--- src/rtl/ds_pkg.sv ---
`default_nettype none
// +-----------------------------------------------------------------------+
// | ds_pkg : shared FSM encoding and read-latency limits for the fetch unit |
// | rev 1.0                                                                |
// +-----------------------------------------------------------------------+
package ds_pkg;

  typedef logic [2:0] state_t;
  typedef logic [1:0] lat_cnt_t;

  localparam state_t c_st_idle  = 3'd0;
  localparam state_t c_st_clr   = 3'd1;
  localparam state_t c_st_issue = 3'd2;
  localparam state_t c_st_wait  = 3'd3;
  localparam state_t c_st_hold  = 3'd4;
  localparam state_t c_st_done  = 3'd5;

  localparam int unsigned c_mem_lat_min = 1;
  localparam int unsigned c_mem_lat_max = 3;

  // Out-of-range latencies are pinned to the nearest legal value so the
  // 2-bit latency counter can never miss its terminal count.
  function automatic int unsigned clamp_mem_lat(input int unsigned lat);
    if (lat < c_mem_lat_min) begin
      return c_mem_lat_min;
    end
    if (lat > c_mem_lat_max) begin
      return c_mem_lat_max;
    end
    return lat;
  endfunction

endpackage
`default_nettype wire

--- src/rtl/addr_fetch_unit.sv ---
`default_nettype none
// +-----------------------------------------------------------------------+
// | addr_fetch_unit : walks an external address counter up to a limit,     |
// | reads one sample per address and hands each out on a valid/ready port. |
// | rev 1.0                                                                |
// +-----------------------------------------------------------------------+
module addr_fetch_unit
  import ds_pkg::*;
#(
  parameter int unsigned DATA_W     = 8,
  parameter int unsigned MEM_ADDR_W = 16,
  parameter int unsigned MEM_LAT    = 1
) (
  input  logic                  clk,
  input  logic                  rst,
  input  logic                  start,
  input  logic                  abort,
  input  logic [31:0]           limit,
  input  logic [31:0]           abus,
  output logic                  cnt_rst,
  output logic                  inc_en,
  output logic                  mem_rd,
  output logic [MEM_ADDR_W-1:0] mem_addr,
  input  logic [DATA_W-1:0]     mem_rdata,
  output logic [DATA_W-1:0]     out_data,
  output logic                  out_valid,
  input  logic                  out_ready,
  output logic                  busy,
  output logic                  done,
  output logic [31:0]           sample_cnt
);

  localparam int unsigned c_lat      = clamp_mem_lat(MEM_LAT);
  localparam lat_cnt_t    c_lat_last = lat_cnt_t'(c_lat);

  state_t                state_q,      state_d;
  lat_cnt_t              lat_cnt_q,    lat_cnt_d;
  logic                  cnt_rst_q,    cnt_rst_d;
  logic                  inc_en_q,     inc_en_d;
  logic                  mem_rd_q,     mem_rd_d;
  logic [MEM_ADDR_W-1:0] mem_addr_q,   mem_addr_d;
  logic [DATA_W-1:0]     out_data_q,   out_data_d;
  logic                  out_valid_q,  out_valid_d;
  logic                  busy_q,       busy_d;
  logic                  done_q,       done_d;
  logic [31:0]           sample_cnt_q, sample_cnt_d;

  logic w_handshake;
  logic w_run_end;

  assign w_handshake = out_valid_q && out_ready;
  assign w_run_end   = (abus >= limit);

  always_comb begin
    state_d      = state_q;
    lat_cnt_d    = lat_cnt_q;
    cnt_rst_d    = 1'b0;
    inc_en_d     = 1'b0;
    mem_rd_d     = 1'b0;
    mem_addr_d   = mem_addr_q;
    out_data_d   = out_data_q;
    out_valid_d  = 1'b0;
    done_d       = 1'b0;
    sample_cnt_d = sample_cnt_q;

    case (state_q)
      c_st_idle: begin
        if (start) begin
          state_d      = c_st_clr;
          cnt_rst_d    = 1'b1;
          sample_cnt_d = 32'd0;
        end
      end
      c_st_clr: begin
        state_d = c_st_issue;
      end
      c_st_issue: begin
        if (w_run_end) begin
          state_d = c_st_done;
          done_d  = 1'b1;
        end else begin
          state_d    = c_st_wait;
          mem_rd_d   = 1'b1;
          inc_en_d   = 1'b1;
          mem_addr_d = abus[MEM_ADDR_W-1:0];
          lat_cnt_d  = '0;
        end
      end
      c_st_wait: begin
        // The read strobe cycle counts as the first of c_lat+1 wait cycles.
        if (lat_cnt_q == c_lat_last) begin
          state_d     = c_st_hold;
          out_data_d  = mem_rdata;
          out_valid_d = 1'b1;
        end else begin
          lat_cnt_d = lat_cnt_q + 2'd1;
        end
      end
      c_st_hold: begin
        if (w_handshake) begin
          state_d      = c_st_issue;
          sample_cnt_d = sample_cnt_q + 32'd1;
        end else begin
          out_valid_d = 1'b1;
        end
      end
      c_st_done: begin
        state_d = c_st_idle;
      end
      default: begin
        state_d = c_st_idle;
      end
    endcase

    // A transfer completing on the abort edge still counts; a read in flight is dropped.
    if (abort && (state_q != c_st_idle)) begin
      state_d     = c_st_idle;
      cnt_rst_d   = 1'b0;
      inc_en_d    = 1'b0;
      mem_rd_d    = 1'b0;
      out_valid_d = 1'b0;
      done_d      = 1'b0;
      out_data_d  = out_data_q;
    end

    busy_d = (state_d != c_st_idle);
  end

  always_ff @(posedge clk) begin
    if (rst) begin
      state_q      <= c_st_idle;
      lat_cnt_q    <= '0;
      cnt_rst_q    <= 1'b0;
      inc_en_q     <= 1'b0;
      mem_rd_q     <= 1'b0;
      mem_addr_q   <= '0;
      out_data_q   <= '0;
      out_valid_q  <= 1'b0;
      busy_q       <= 1'b0;
      done_q       <= 1'b0;
      sample_cnt_q <= 32'd0;
    end else begin
      state_q      <= state_d;
      lat_cnt_q    <= lat_cnt_d;
      cnt_rst_q    <= cnt_rst_d;
      inc_en_q     <= inc_en_d;
      mem_rd_q     <= mem_rd_d;
      mem_addr_q   <= mem_addr_d;
      out_data_q   <= out_data_d;
      out_valid_q  <= out_valid_d;
      busy_q       <= busy_d;
      done_q       <= done_d;
      sample_cnt_q <= sample_cnt_d;
    end
  end

  assign cnt_rst    = cnt_rst_q;
  assign inc_en     = inc_en_q;
  assign mem_rd     = mem_rd_q;
  assign mem_addr   = mem_addr_q;
  assign out_data   = out_data_q;
  assign out_valid  = out_valid_q;
  assign busy       = busy_q;
  assign done       = done_q;
  assign sample_cnt = sample_cnt_q;

endmodule
`default_nettype wire
--- config.mk ---
export PLATFORM = sky130hd
export DESIGN_NAME = addr_fetch_unit
export DESIGN_NICKNAME = d
export VERILOG_FILES = /design/src/rtl/ds_pkg.sv /design/src/rtl/addr_fetch_unit.sv
export SDC_FILE = /design/constraint.sdc
export NUM_CORES = 1
export LEC_CHECK = 0
export BUFFER_PORTS_ARGS = -buffer_cell sky130_fd_sc_hd__buf_4
export CAP_MARGIN = 30
export CORE_UTILIZATION = 40
export CTS_CLUSTER_SIZE = 28
export DETAILED_ROUTE_END_ITERATION = 8
export PLACE_DENSITY = 0.67
export SYNTH_ARGS = -nofsm -noshare
export SYNTH_HDL_FRONTEND = slang
export SYNTH_SLANG_ARGS = --single-unit
export TNS_END_PERCENT = 10
--- constraint.sdc ---
create_clock -name clk -period 2.33 [get_ports clk]
set_input_delay 0.1165 -clock clk [delete_from_list [all_inputs] [get_ports clk]]
set_output_delay 0.1165 -clock clk [all_outputs]
set_load 0.02 [all_outputs]
## Word level (Yosys, flattened, before mapping)

Index checks and enable logic that the tools add are counted.
W data, S select, Z words.

| word-level totals | value |
|---|---|
| bits in registers | 66 |
| input port bits | 77 |
| output and inout port bits | 62 |
| word-level logic and storage cells | 58 |

| cells by class | value |
|---|---|
| $add $sub $neg | 2 |
| $lt $le $gt $ge | 1 |
| equal/unequal tests | 9 |
| muxes and demuxes | 18 |
| bitwise logic cells | 4 |
| reduce and logical (&&, ||, !) cells | 14 |

Operators by type and width:

| kind | count |
|---|---|
| $mux W32 | 2 |
| $pmux W32 S2 | 1 |
| $add A32 B1 Y32 const B | 1 |
| $ge A32 B32 Y1 | 1 |
| $mux W3 | 5 |
| $pmux W3 S5 | 1 |
| $reduce_and A3 Y1 | 3 |
| $ne A2 B2 Y1 const B | 4 |
| $eq A3 B2 Y1 const B | 2 |
| $reduce_bool A3 Y1 | 2 |
| $reduce_or A3 Y1 | 2 |
| $mux W1 | 5 |
| $mux W2 | 2 |
| $not A1 Y1 | 4 |
| $pmux W2 S2 | 1 |
| $reduce_bool A2 Y1 | 2 |
| $eq A3 B1 Y1 const B | 1 |
| $eq A3 B3 Y1 const B | 1 |
| $logic_not A3 Y1 | 1 |
| $add A2 B1 Y2 const B | 1 |
| $eq A2 B1 Y1 const B | 1 |
| $logic_and A1 B1 Y1 | 2 |
| $pmux W1 S2 | 1 |
| $reduce_and A2 Y1 | 1 |
| $reduce_or A2 Y1 | 1 |

## Longest topological paths before layout

Gate-level depths: netlist (run 1).

| logic depth | value |
|---|---|
| depth after elaboration | 5 |
| mapped depth | 10 |
| depth with buffers taken out | 8 |

## Least setup slack after synthesis (run 1)

OpenSTA, ideal clock, no wires.

| path | value |
|---|---|
| path kind | reg-to-reg |
| from | register sample_cnt_q[3], in the netlist sample_cnt[3] |
| to | register sample_cnt_q[22], in the netlist sample_cnt[22] |
| library setup time | 0.071 ns |
| data arrival time | 1.905 ns |
| required time | 2.259 ns |
| path slack | 0.355 ns |
| cell stages (with the launch flop) | 6 |
| path buffers | 0 |
| clock period less this slack | 1.975 ns |
| cell sequence | dfxtp_1 > and4_1 > nand3_1 > or4_4 > or3_1 > a21oi_1 |

| on the way | value |
|---|---|
| longest elaborated chain between the ends | 3 |

RTL lines:

| item | line | text |
|---|---|---|
| start, declared | addr_fetch_unit.sv:46 | `logic [31:0] sample_cnt_q, sample_cnt_d;` |
| start signal, assigned | addr_fetch_unit.sv:153 | `sample_cnt_q <= sample_cnt_d;` |
| $add A32 B1 Y32 | addr_fetch_unit.sv:102 | `sample_cnt_d = sample_cnt_q + 32'd1;` |
| $mux W32 | addr_fetch_unit.sv:100 | `if (w_handshake) begin` |
| $pmux W32 S2 | addr_fetch_unit.sv:66 | `case (state_q)` |

No other way between the ends. The select of a mux whose other input is x is not followed.
A chain may end at the register's enable or synchronous reset.

## Worst setup path after layout (run 1)

| path | value |
|---|---|
| from | register state_q[2] |
| to | register sample_cnt_q[22], in the netlist sample_cnt[22] |

| on the way | value |
|---|---|
| longest elaborated chain between the ends | 3 |
| elaborated cells on any way between the ends | 7 |
| those cells by class | 3 x eq/ne; 1 x mux; 3 x reduce/logical |

RTL lines:

| item | line | text |
|---|---|---|
| start, declared | addr_fetch_unit.sv:36 | `state_t state_q, state_d;` |
| start signal, assigned | addr_fetch_unit.sv:131 | `state_q <= c_st_idle;` |
| start signal, assigned | addr_fetch_unit.sv:143 | `state_q <= state_d;` |
| $eq A3 B3 Y1 or $logic_not A3 Y1 (tied branches) | addr_fetch_unit.sv:66 |  |
| $ne A2 B2 Y1 (no line) or $reduce_bool A2 Y1 (tied branches) | - |  |
| $reduce_and A3 Y1 (no line) | - |  |

Parallel ways exist; a longest one is shown, timed or not.

==> results of run 1 <==
-- power groups by stage --
| stage | registers (mW) | clock network, mW | logic, mW |
|---|---|---|---|
| final | 1.18 | 0.839 | 0.425 |
| after floorplan | 1.22 | 0 | 0.225 |
| after detailed placement | 1.21 | 0 | 0.429 |
| after CTS | 1.18 | 0.868 | 0.430 |
| after global routing | 1.19 | 0.916 | 0.478 |
| after global placement | 1.21 | 0 | 0.418 |
-- cell families (layout without fill, tap and decap cells) --
| logic type | count (synthesis) | in the layout | share of synthesized area |
|---|---|---|---|
| AND/OR/NAND/NOR | 175 | 175 | 0.2526 |
| flip-flops | 66 | 66 | 0.3605 |
| buffers and inverters | 54 | 203 | 0.06145 |
| AO/OA/AOI/OAI | 46 | 46 | 0.08160 |
| adder cells (fa/ha/maj) | 34 | 34 | 0.1161 |
| XOR/XNOR | 26 | 26 | 0.06214 |
| multiplexers | 24 | 24 | 0.06555 |
-- through the flow --
| step | util | hold slack, ps | area, sq um |
|---|---|---|---|
| after global placement | 0.5490 | 351.0 | 4835 |
| final | 0.5685 | 15.71 | 5006 |
| after CTS | 0.5685 | 3.938 | 5006 |
| after floorplan | - | 254.3 | 3665 |
| after detailed placement | 0.5490 | 365.9 | 4835 |
| after global routing | 0.5685 | 18.49 | 5006 |
-- final cells by class --
type	instances	area (sq um)	area share
inverter	40	150.1	0.02999
sequential	66	1321	0.2639
multi-input combinational	305	2125	0.4244
tap	108	135.1	0.02699
timing repair buffer	147	1104	0.2204
clock inverter	6	43.79	0.008748
clock buffer	10	127.6	0.02549
-- synthesized netlist by cell type, types with 2 or more instances --
master    count  area, sq um
o21ai_0       8        40.04
nor2b_1       2        12.51
nand3b_1      2        15.01
a21oi_1      20        100.1
clkbuf_1     10        37.54
buf_4         2        15.01
xor2_1        9        78.83
nand2_1      27        101.4
xnor2_1      17        148.9
nand2b_1     33        206.5
nor2_1       48        180.2
nand3_1      12        60.06
mux2i_1      24        240.2
nor3_1       11        55.05
a21o_1        3        22.52
buf_6         2        22.52
dfxtp_1      66         1321
o21bai_1      2        15.01
and3_1        4        25.02
and4_1        4        35.03
o21ai_1       4        20.02
nand4_1       8        50.05
nor4_1        4        25.02
inv_1        40        150.1
or3_1         6        37.54
nor3_2        2        20.02
ha_1         34        425.4
or2_1         2        12.51
and2_1        2        12.51
-- routing by layer --
layer  vias to the layer above  share of wire  GRT usage
met4                         0          0.017    0.07226
met2                        89           0.47     0.3175
met1                      1474           0.46     0.2267
li1                       1730              -          -
met5                         -              0          0
met3                        12          0.057    0.03957
-- worst min-delay path, stage by stage --
cell and delay (ps):
buf_4 80, mux2i_1 50, nor2_1 70
-- worst paths after layout --
kind	endpoint	cells past startpoint	startpoint	slack (ps)
hold reg to reg	mem_addr[13]	2	mem_addr[13]	480
setup reg to reg	sample_cnt[22]	5	state_q[2]	260
hold / removal	out_data[2]	3	mem_rdata[2]	20
setup / recovery	sample_cnt[22]	5	state_q[2]	260
-- sequential cells by signal, summed over array words and instances, names as in the netlist --
register / count
sample_cnt: 32
mem_addr: 16
out_data: 8
state_q: 3
lat_cnt_q: 2
busy: 1
cnt_rst: 1
done: 1
mem_rd: 1
out_valid: 1
==> results.sh, run 1 <==
export IMPL_status="complete, but fails checks"
export IMPL_violations="design-rule violations"
export IMPL_synthesis_area_sq_um=3665
export IMPL_path_max_fanout=9
export IMPL_layout_common_cells="buf_4, dfxtp_1, nor2_1"
export IMPL_swShare=0.2805
export IMPL_final_cell_count_no_fill=682
export IMPL_finalSetupViolations=0
export IMPL_hold_viol=0
export IMPL_finClkSkew_ps=8.353
export IMPL_cts_setup_buffers=0
export IMPL_drc=14
export IMPL_cp_start_kind="flop"
export IMPL_clk_path_buf_depth=2
export IMPL_io_pins=139
export IMPL_post_dp_hpwl_mm=6.691
export IMPL_syn_area_per_cell_sq_um=8.623
export IMPL_hold_class="input pin to flop"
export IMPL_seq_area_frac_synth=0.3605
export IMPL_cts_made_buffers=9
export IMPL_die_x_microns=97.72
export IMPL_grt_first_pass_wirelength_mm=14.43
export IMPL_vias_per_cell=4.846
export IMPL_track_usage=0.1852
export IMPL_crit_slowest_cell="or4_4"
export IMPL_dp_slack_ps=103.7
export IMPL_p_per_area_nw_per_um2=488.6
export IMPL_place_inst=666
export IMPL_combPwrFrac=0.174
export IMPL_synth_edff_count=0
export IMPL_post_route_period_util=0.8896
export IMPL_max_slew_margin_rel=0.6494
export IMPL_cts_root_buffer="clkbuf_8"
export IMPL_ir_worst_vdd_uv=229.1
export IMPL_synthesis_nets=536
export IMPL_cp_required_ps=2600
export IMPL_numClockSinks=66
export IMPL_ys_types=46
export IMPL_cellLeakagePower_nw=2.250
export IMPL_slowest_delay_ps=560
export IMPL_nFillCells=815
export IMPL_place_gp_congestion=0.8247
export IMPL_wl_per_cell_microns=12.27
export IMPL_worstMarginPinSlew_ps=525.4
export IMPL_end_kind="flop"
export IMPL_synthCells=425
export IMPL_max_clock_freq_mhz=482.4
export IMPL_htree_levels=3
export IMPL_cts_tree="done"
export IMPL_grt_setup_unrepaired="false"
export IMPL_power_frac_seq=0.483
export IMPL_maxCapViolCount=0
export IMPL_critPathBufInv=0
export IMPL_ant_nets=0
export IMPL_areaGrowthSynthToFinish_pct=36.60
export IMPL_grt_overflow=0
export IMPL_total_power_mw=2.446
export IMPL_core_sq_um=8806
export IMPL_dieArea_sq_um=9548
export IMPL_post_route_min_period_ps=2073
export IMPL_path_cells="and3_4 -> o2111ai_4 -> or4_4 -> or3_1 -> a21oi_1"
export IMPL_grt_max_degree=50
export IMPL_drive_gt1_frac=0.3031
export IMPL_ys_warn_count=0
export IMPL_cts_resized=0
export IMPL_clk_latency_ps=340
export IMPL_ys_seq_elements=66
export IMPL_p_clk_frac=0.343
export IMPL_vias=3305
export IMPL_final_net_count=680
export IMPL_synth_main_ff_cell="dfxtp_1"
export IMPL_layout_commonest_cell="buf_4"
export IMPL_clkTransAtPathRegs_ps=70
export IMPL_intPower_mw=1.760
export IMPL_path_class="flop to flop"
export IMPL_antenna_found_initial=0
export IMPL_diodes=0
export IMPL_die_h_microns=97.72
export IMPL_drt_pass1_iterations=7
export IMPL_rows=34
export IMPL_arrival_ps=2340
export IMPL_slew_violations=0
export IMPL_io_buffers=138
export IMPL_tns_ps=0
export IMPL_grt_pass1_vias=3221
export IMPL_cts_hold_buf=0
export IMPL_routed_wl_mm=8.366
export IMPL_fin_ws_ps=257.2
export IMPL_critPathTopFamily="simple AND/OR/NAND/NOR gates"
export IMPL_initial_utilization=0.4162
export IMPL_switching_power_uw=686.1
export IMPL_async_flop_share=0
export IMPL_drtIter0Drc=85
Note: power is estimated with default switching activity, not from simulation.
==> inputs of run 2 (changes only) <==
ABC_AREA = 1   (was not set)
PLACE_DENSITY = 0.66   (was 0.67)
==> run 2 against run 1 <==
Against the previous run:
- the run now ends clean
- critical path depth grew 5
- final area increased by 7.4%
- count of clock-buffer cells in the layout is 1 higher
- sequential cell count is the same
- non-clock buffer count fell by 5
- worst hold slack improved by 1.1 ps
- routed wire length rose by 24%
- first-iteration DRC count is 41% higher
- utilization fell by 1.3 points
- register-to-register slack improved by 270 ps
- highest routed layer unchanged
==> results.sh, run 2 <==
export IMPL_worstMarginPinSlew_ps=435.8
export IMPL_place_gp_congestion=0.8449
export IMPL_status="complete, no violations"
export IMPL_switching_power_uw=742.6
export IMPL_synthCells=581
export IMPL_async_flop_share=0
export IMPL_ant_nets=0
export IMPL_diodes=0
export IMPL_hold_ws_ps=16.80
export IMPL_numClockSinks=66
export IMPL_cts_setup_buffers=0
export IMPL_cts_hold_buf=0
export IMPL_htree_levels=3
export IMPL_hold_viol=0
export IMPL_die_x_microns=101.7
export IMPL_layout_commonest_cell="buf_4"
export IMPL_die_h_microns=101.7
export IMPL_initial_utilization=0.4107
export IMPL_post_route_period_util=0.7726
export IMPL_track_usage=0.2116
export IMPL_arrival_ps=2080
export IMPL_wl_met1_mm=4.524
export IMPL_core_sq_um=9684
export IMPL_seq_area_frac_synth=0.3322
export IMPL_drc=0
export IMPL_cp_required_ps=2610
export IMPL_p_per_area_nw_per_um2=512.5
export IMPL_cts_resized=0
export IMPL_highest_layer="met4"
export IMPL_synthesis_area_sq_um=3978
export IMPL_design_area_sq_um=5379
export IMPL_worstReg2RegStart="sample_cnt[0]"
export IMPL_finalSetupViolations=0
export IMPL_io_pins=139
export IMPL_areaGrowthSynthToFinish_pct=35.23
export IMPL_ff2ff_setup_slack_ps=530
export IMPL_synth_main_ff_cell="dfxtp_1"
export IMPL_finClkSkew_ps=7.647
export IMPL_synth_most_common_cell="nand2_1"
export IMPL_maxCapViolCount=0
export IMPL_grt_max_degree=22
export IMPL_path_max_fanout=5
export IMPL_route_met3_wl_microns=489
export IMPL_grt_pass1_vias=3877
export IMPL_vias_per_cell=4.859
export IMPL_place_area_sq_um=5160
export IMPL_clk_latency_ps=350
export IMPL_path_class="flop to flop"
export IMPL_rows=36
export IMPL_slew_violations=0
export IMPL_end_kind="flop"
export IMPL_routed_wl_mm=10.41
export IMPL_layout_common_cells="buf_4, nand2_1, inv_1"
export IMPL_post_dp_hpwl_mm=8.390
export IMPL_vias=4184
export IMPL_drt_pass1_iterations=4
export IMPL_syn_area_per_cell_sq_um=6.846
export IMPL_synth_edff_count=0
export IMPL_swShare=0.2694
export IMPL_ys_types=38
export IMPL_power_frac_seq=0.429
export IMPL_cellLeakagePower_nw=2.600
export IMPL_intPower_mw=2.014
export IMPL_final_net_count=834
export IMPL_clkTransAtPathRegs_ps=70
export IMPL_p_clk_frac=0.384
export IMPL_clk_path_buf_depth=2
export IMPL_dieArea_sq_um=10350
export IMPL_wl_per_cell_microns=12.09
export IMPL_combPwrFrac=0.187
export IMPL_largest_register_ffs=32
export IMPL_synth_common_cells="nand2_1, inv_1, nor2_1, dfxtp_1, a21oi_1"
export IMPL_hold_path_depth=3
export IMPL_grt_setup_unrepaired="false"
export IMPL_tns_ps=0
export IMPL_drive_gt1_frac=0.2596
export IMPL_grt_overflow=0
export IMPL_antenna_found_initial=0
export IMPL_grt_first_pass_wirelength_mm=17.09
export IMPL_post_route_min_period_ps=1800
export IMPL_netlist_area_leader_share=0.3322
export IMPL_ys_warn_count=0
export IMPL_max_slew_margin_rel=0.7068
export IMPL_dr_wl_met2_mm=5.140
export IMPL_r2r_end="sample_cnt[22]"
export IMPL_ir_worst_vdd_uv=313.9
export IMPL_cts_tree="done"
export IMPL_io_buffers=138
export IMPL_synthesis_nets=692
export IMPL_cts_root_buffer="clkbuf_8"
export IMPL_cp_start_kind="flop"
export IMPL_synth_area_leader_cell="dfxtp_1"
export IMPL_hold_path_startpoint="mem_rdata[7]"
export IMPL_drtIter0Drc=120
export IMPL_max_clock_freq_mhz=555.5
export IMPL_cts_made_buffers=9
export IMPL_hold_class="input pin to flop"
export IMPL_ys_seq_elements=66
export IMPL_min_to="out_data[7]"
export IMPL_rr_worst_depth=10
export IMPL_yosys_top_cells_area="dfxtp_1, nand2_1, ha_1"
run 2: changes by cell type in the layout (fill, tap and decap cells not counted), sizes merged, moves of 13 or more:
cell / previous run / this run
nand2: 27 / 136
inv: 40 / 91
a21oi: 20 / 54
nand2b: 33 / 0
nor2: 50 / 77
mux2i: 24 / 0
nand4: 8 / 31
xnor2: 17 / 0
o21ai: 12 / 25
run 2: worst max-delay path, cell delays in order, from the launching register on:
cell	delay (ps)
dfxtp_1	400
ha_1	240
nand2_1	120
nor3_4	200
inv_2	70
nor2_4	100
nand3_2	100
nor2_4	130
nand3_2	80
or2_0	200
a21oi_1	110
run 2: kinds of logic (layout without fill, tap and decap cells):
group                      count (synthesis)  count (layout)  synth area share
DFF                                       66              66            0.3322
and+or+nand+nor                          290             290            0.3407
AOI/OAI and AO/OA                         88              88            0.1195
adders and majority gates                 34              34            0.1070
buffers and inverters                    102             249           0.09846
xor gates and xnor gates                   1               1          0.002202
run 2: per-layer routing:
layer | vias up | global-route usage
met5 | - | 0
met4 | 0 | 0.07023
met2 | 97 | 0.3836
met1 | 1878 | 0.2388
met3 | 19 | 0.05659
li1 | 2190 | -
run 2: final cells by class:
type,instances,area [sq um]
Clock buffer,11,141.4
Timing Repair Buffer,142,1066
Multi-Input combinational cell,413,2265
Fill cell,929,4305
Inverter,91,341.6
Clock inverter,5,77.57
Tap cell,133,166.4
Sequential cell,66,1321
run 2: power groups by stage:
stage                     logic [mW]  registers, mW  clock network, mW
after floorplan                0.266           1.24                  0
after global placement         0.501           1.21                  0
after detailed placement       0.518           1.21                  0
after CTS                      0.519           1.18               1.08
after global routing           0.577           1.19               1.14
final                          0.514           1.18               1.06
run 2: stage by stage:
step / setup WS, ps / utilization / power (mW) / instances
after floorplan: 561.0 / - / 1.502 / 581
after global placement: 579.9 / 0.5328 / 1.709 / 845
after detailed placement: 508.9 / 0.5328 / 1.726 / 845
after CTS: 536.7 / 0.5554 / 2.783 / 861
after global routing: 265.5 / 0.5554 / 2.908 / 861
final: 529.9 / 0.5554 / 2.757 / 861
run 2: worst max path at each step:
stage                        startpoint        endpoint  cells past startpoint
after floorplan           sample_cnt[0]  sample_cnt[22]                     10
after global routing         state_q[2]   sample_cnt[7]                      9
after global placement         abus[15]            busy                     13
after CTS                 sample_cnt[0]  sample_cnt[22]                     10
final                     sample_cnt[0]  sample_cnt[22]                     10
after detailed placement      limit[11]            busy                     16
==> inputs of run 3 (changes only) <==
clock period = 1.8 ns   (was 2.33 ns; I/O delays follow)
==> run 3 against run 2 <==
Against the previous run:
- cell count rose by 1.9%
- highest routed layer unchanged
- count of clock-buffer cells in the layout rose by 3
- utilization grew 1.3 points
- sequential cell count did not move
- die area unchanged
- non-clock buffer count rose by 16
- via count grew 2.0%
==> results.sh, run 3 (synthesized netlist as in run 2, its figures left out) <==
export IMPL_drive_gt1_frac=0.2782
export IMPL_multi_input_area_sq_um=2291
export IMPL_cts_tree="done"
export IMPL_post_dp_hpwl_mm=8.657
export IMPL_path_class="flop to flop"
export IMPL_cp_start_kind="flop"
export IMPL_areaGrowthSynthToFinish_pct=38.31
export IMPL_crit_slowest_cell="dfxtp_4"
export IMPL_drtIter0Drc=161
export IMPL_p_clk_frac=0.339
export IMPL_grt_pass1_vias=4047
export IMPL_largest_register_ffs=32
export IMPL_p_per_area_nw_per_um2=614.9
export IMPL_core_sq_um=9684
export IMPL_ff2ff_setup_slack_ps=70
export IMPL_cp_required_ps=2060
export IMPL_final_net_count=850
export IMPL_nFillCells=938
export IMPL_numClockSinks=66
export IMPL_post_route_min_period_ps=1729
export IMPL_r2r_end="sample_cnt[22]"
export IMPL_cellLeakagePower_nw=2.686
export IMPL_diodes=0
export IMPL_swShare=0.2809
export IMPL_design_area_sq_um=5502
export IMPL_antenna_found_initial=0
export IMPL_hold_path_startpoint="mem_rdata[5]"
export IMPL_slowest_delay_ps=370
export IMPL_max_slew_margin_rel=0.6344
export IMPL_post_route_period_util=0.9603
export IMPL_grt_max_degree=22
export IMPL_layout_common_cells="buf_4, nand2_1, inv_1"
export IMPL_rows=36
export IMPL_grt_setup_unrepaired="true"
export IMPL_clk_latency_ps=340
export IMPL_finalSetupViolations=0
export IMPL_drt_pass1_iterations=5
export IMPL_die_h_microns=101.7
export IMPL_htree_levels=3
export IMPL_wl_per_cell_microns=12.25
export IMPL_hold_path_depth=3
export IMPL_place_area_sq_um=5250
export IMPL_arrival_ps=1990
export IMPL_power_frac_seq=0.454
export IMPL_drc=0
export IMPL_grt_first_pass_wirelength_mm=17.59
export IMPL_rr_worst_depth=10
export IMPL_maxCapViolCount=0
export IMPL_grt_overflow=0
export IMPL_hold_viol=0
export IMPL_intPower_mw=2.433
export IMPL_combPwrFrac=0.208
export IMPL_routed_wl_mm=10.74
export IMPL_critPathLaunch="sample_cnt[0]"
export IMPL_io_pins=139
export IMPL_initial_utilization=0.4107
export IMPL_vias=4267
export IMPL_cts_root_buffer="clkbuf_8"
export IMPL_cts_made_buffers=9
export IMPL_hold_ws_ps=17.97
export IMPL_clk_path_buf_depth=2
export IMPL_slew_violations=0
export IMPL_clkTransAtPathRegs_ps=70
export IMPL_place_gp_congestion=0.8642
export IMPL_regArea_sq_um=1329
export IMPL_tns_ps=0
export IMPL_layout_commonest_cell="buf_4"
export IMPL_ant_nets=0
export IMPL_path_max_fanout=4
export IMPL_max_clock_freq_mhz=578.5
export IMPL_dieArea_sq_um=10350
export IMPL_status="complete, no violations"
export IMPL_worstReg2RegStart="sample_cnt[0]"
export IMPL_path_cells="ha_4 -> nand2_2 -> nor3_4 -> inv_2 -> nor2_4 -> nand3_2 -> nor2_4 -> nand3_2 -> or2_0 -> a21oi_1"
export IMPL_io_buffers=138
export IMPL_hold_class="input pin to flop"
export IMPL_end_kind="flop"
export IMPL_fin_util=0.5681
export IMPL_finClkSkew_ps=10.77
export IMPL_track_usage=0.2156
export IMPL_cp_endpoint="sample_cnt[22]"
export IMPL_ir_worst_vdd_uv=483.5
export IMPL_vias_per_cell=4.865
export IMPL_switching_power_uw=950.1
export IMPL_worstMarginPinSlew_ps=543.3
export IMPL_die_x_microns=101.7
[run 3: cell count changes in the layout (fill, tap and decap cells not counted), sizes merged]
cell / before / now
buf: 142 / 156
clkbuf: 11 / 14
bufinv: 2 / 0
dlygate4sd3: 0 / 2
clkinvlp: 1 / 0
[run 3: worst min-delay path by stage]
stage               slack [ps]          end
floorplan                  260  out_data[0]
global placement           340  out_data[0]
detailed placement         350  out_data[0]
CTS                        0.4  out_data[1]
global route                30  out_data[2]
finish                      20  out_data[5]
[run 3: final cells by class]
class                      count  share of cell area
inverter                      91             0.06209
clock inverter                 2            0.001819
tap                          133             0.03025
timing repair buffer         158              0.2165
clock buffer                  14             0.03139
sequential                    66              0.2415
multi-input combinational    413              0.4164
[run 3: what timing repair did]
item	CTS	global route
resized for setup	0	9
buffers inserted	0	2
hold buffers	2	0
hold endpoints to repair	2	0
endpoints found under the setup margin	0	9
[run 3: critical path, delay by kind of cell, from the launching register on]
kind | cells | cell delay (ps)
and+or+nand+nor | 7 | 950
adders and majority gates | 1 | 140
buffers and inverters | 1 | 70
DFF | 1 | 370
AOI/OAI and AO/OA | 1 | 160
[run 3: power groups by stage]
stage	logic (mW)	clock network (mW)	registers [mW]
finish	0.702	1.15	1.53
global route	0.783	1.24	1.54
CTS	0.695	1.18	1.53
detailed placement	0.688	0	1.56
global placement	0.667	0	1.56
floorplan	0.345	0	1.60
[run 3: stage by stage]
stage	std cells	power, mW	setup WS [ps]
after CTS	875	3.410	54.30
after global placement	857	2.229	140.6
after global routing	877	3.561	-79.16
final	877	3.383	71.39
after floorplan	581	1.945	31.04
after detailed placement	857	2.252	67.68
[run 3: routing by layer]
layer	vias up	wire, microns	global-route usage	part of all wire
li1	2211	-	-	-
met1	1918	4585	0.2492	0.43
met2	117	5486	0.3914	0.51
met3	21	482	0.04210	0.045
met4	0	189	0.08027	0.018
met5	-	0	0	0
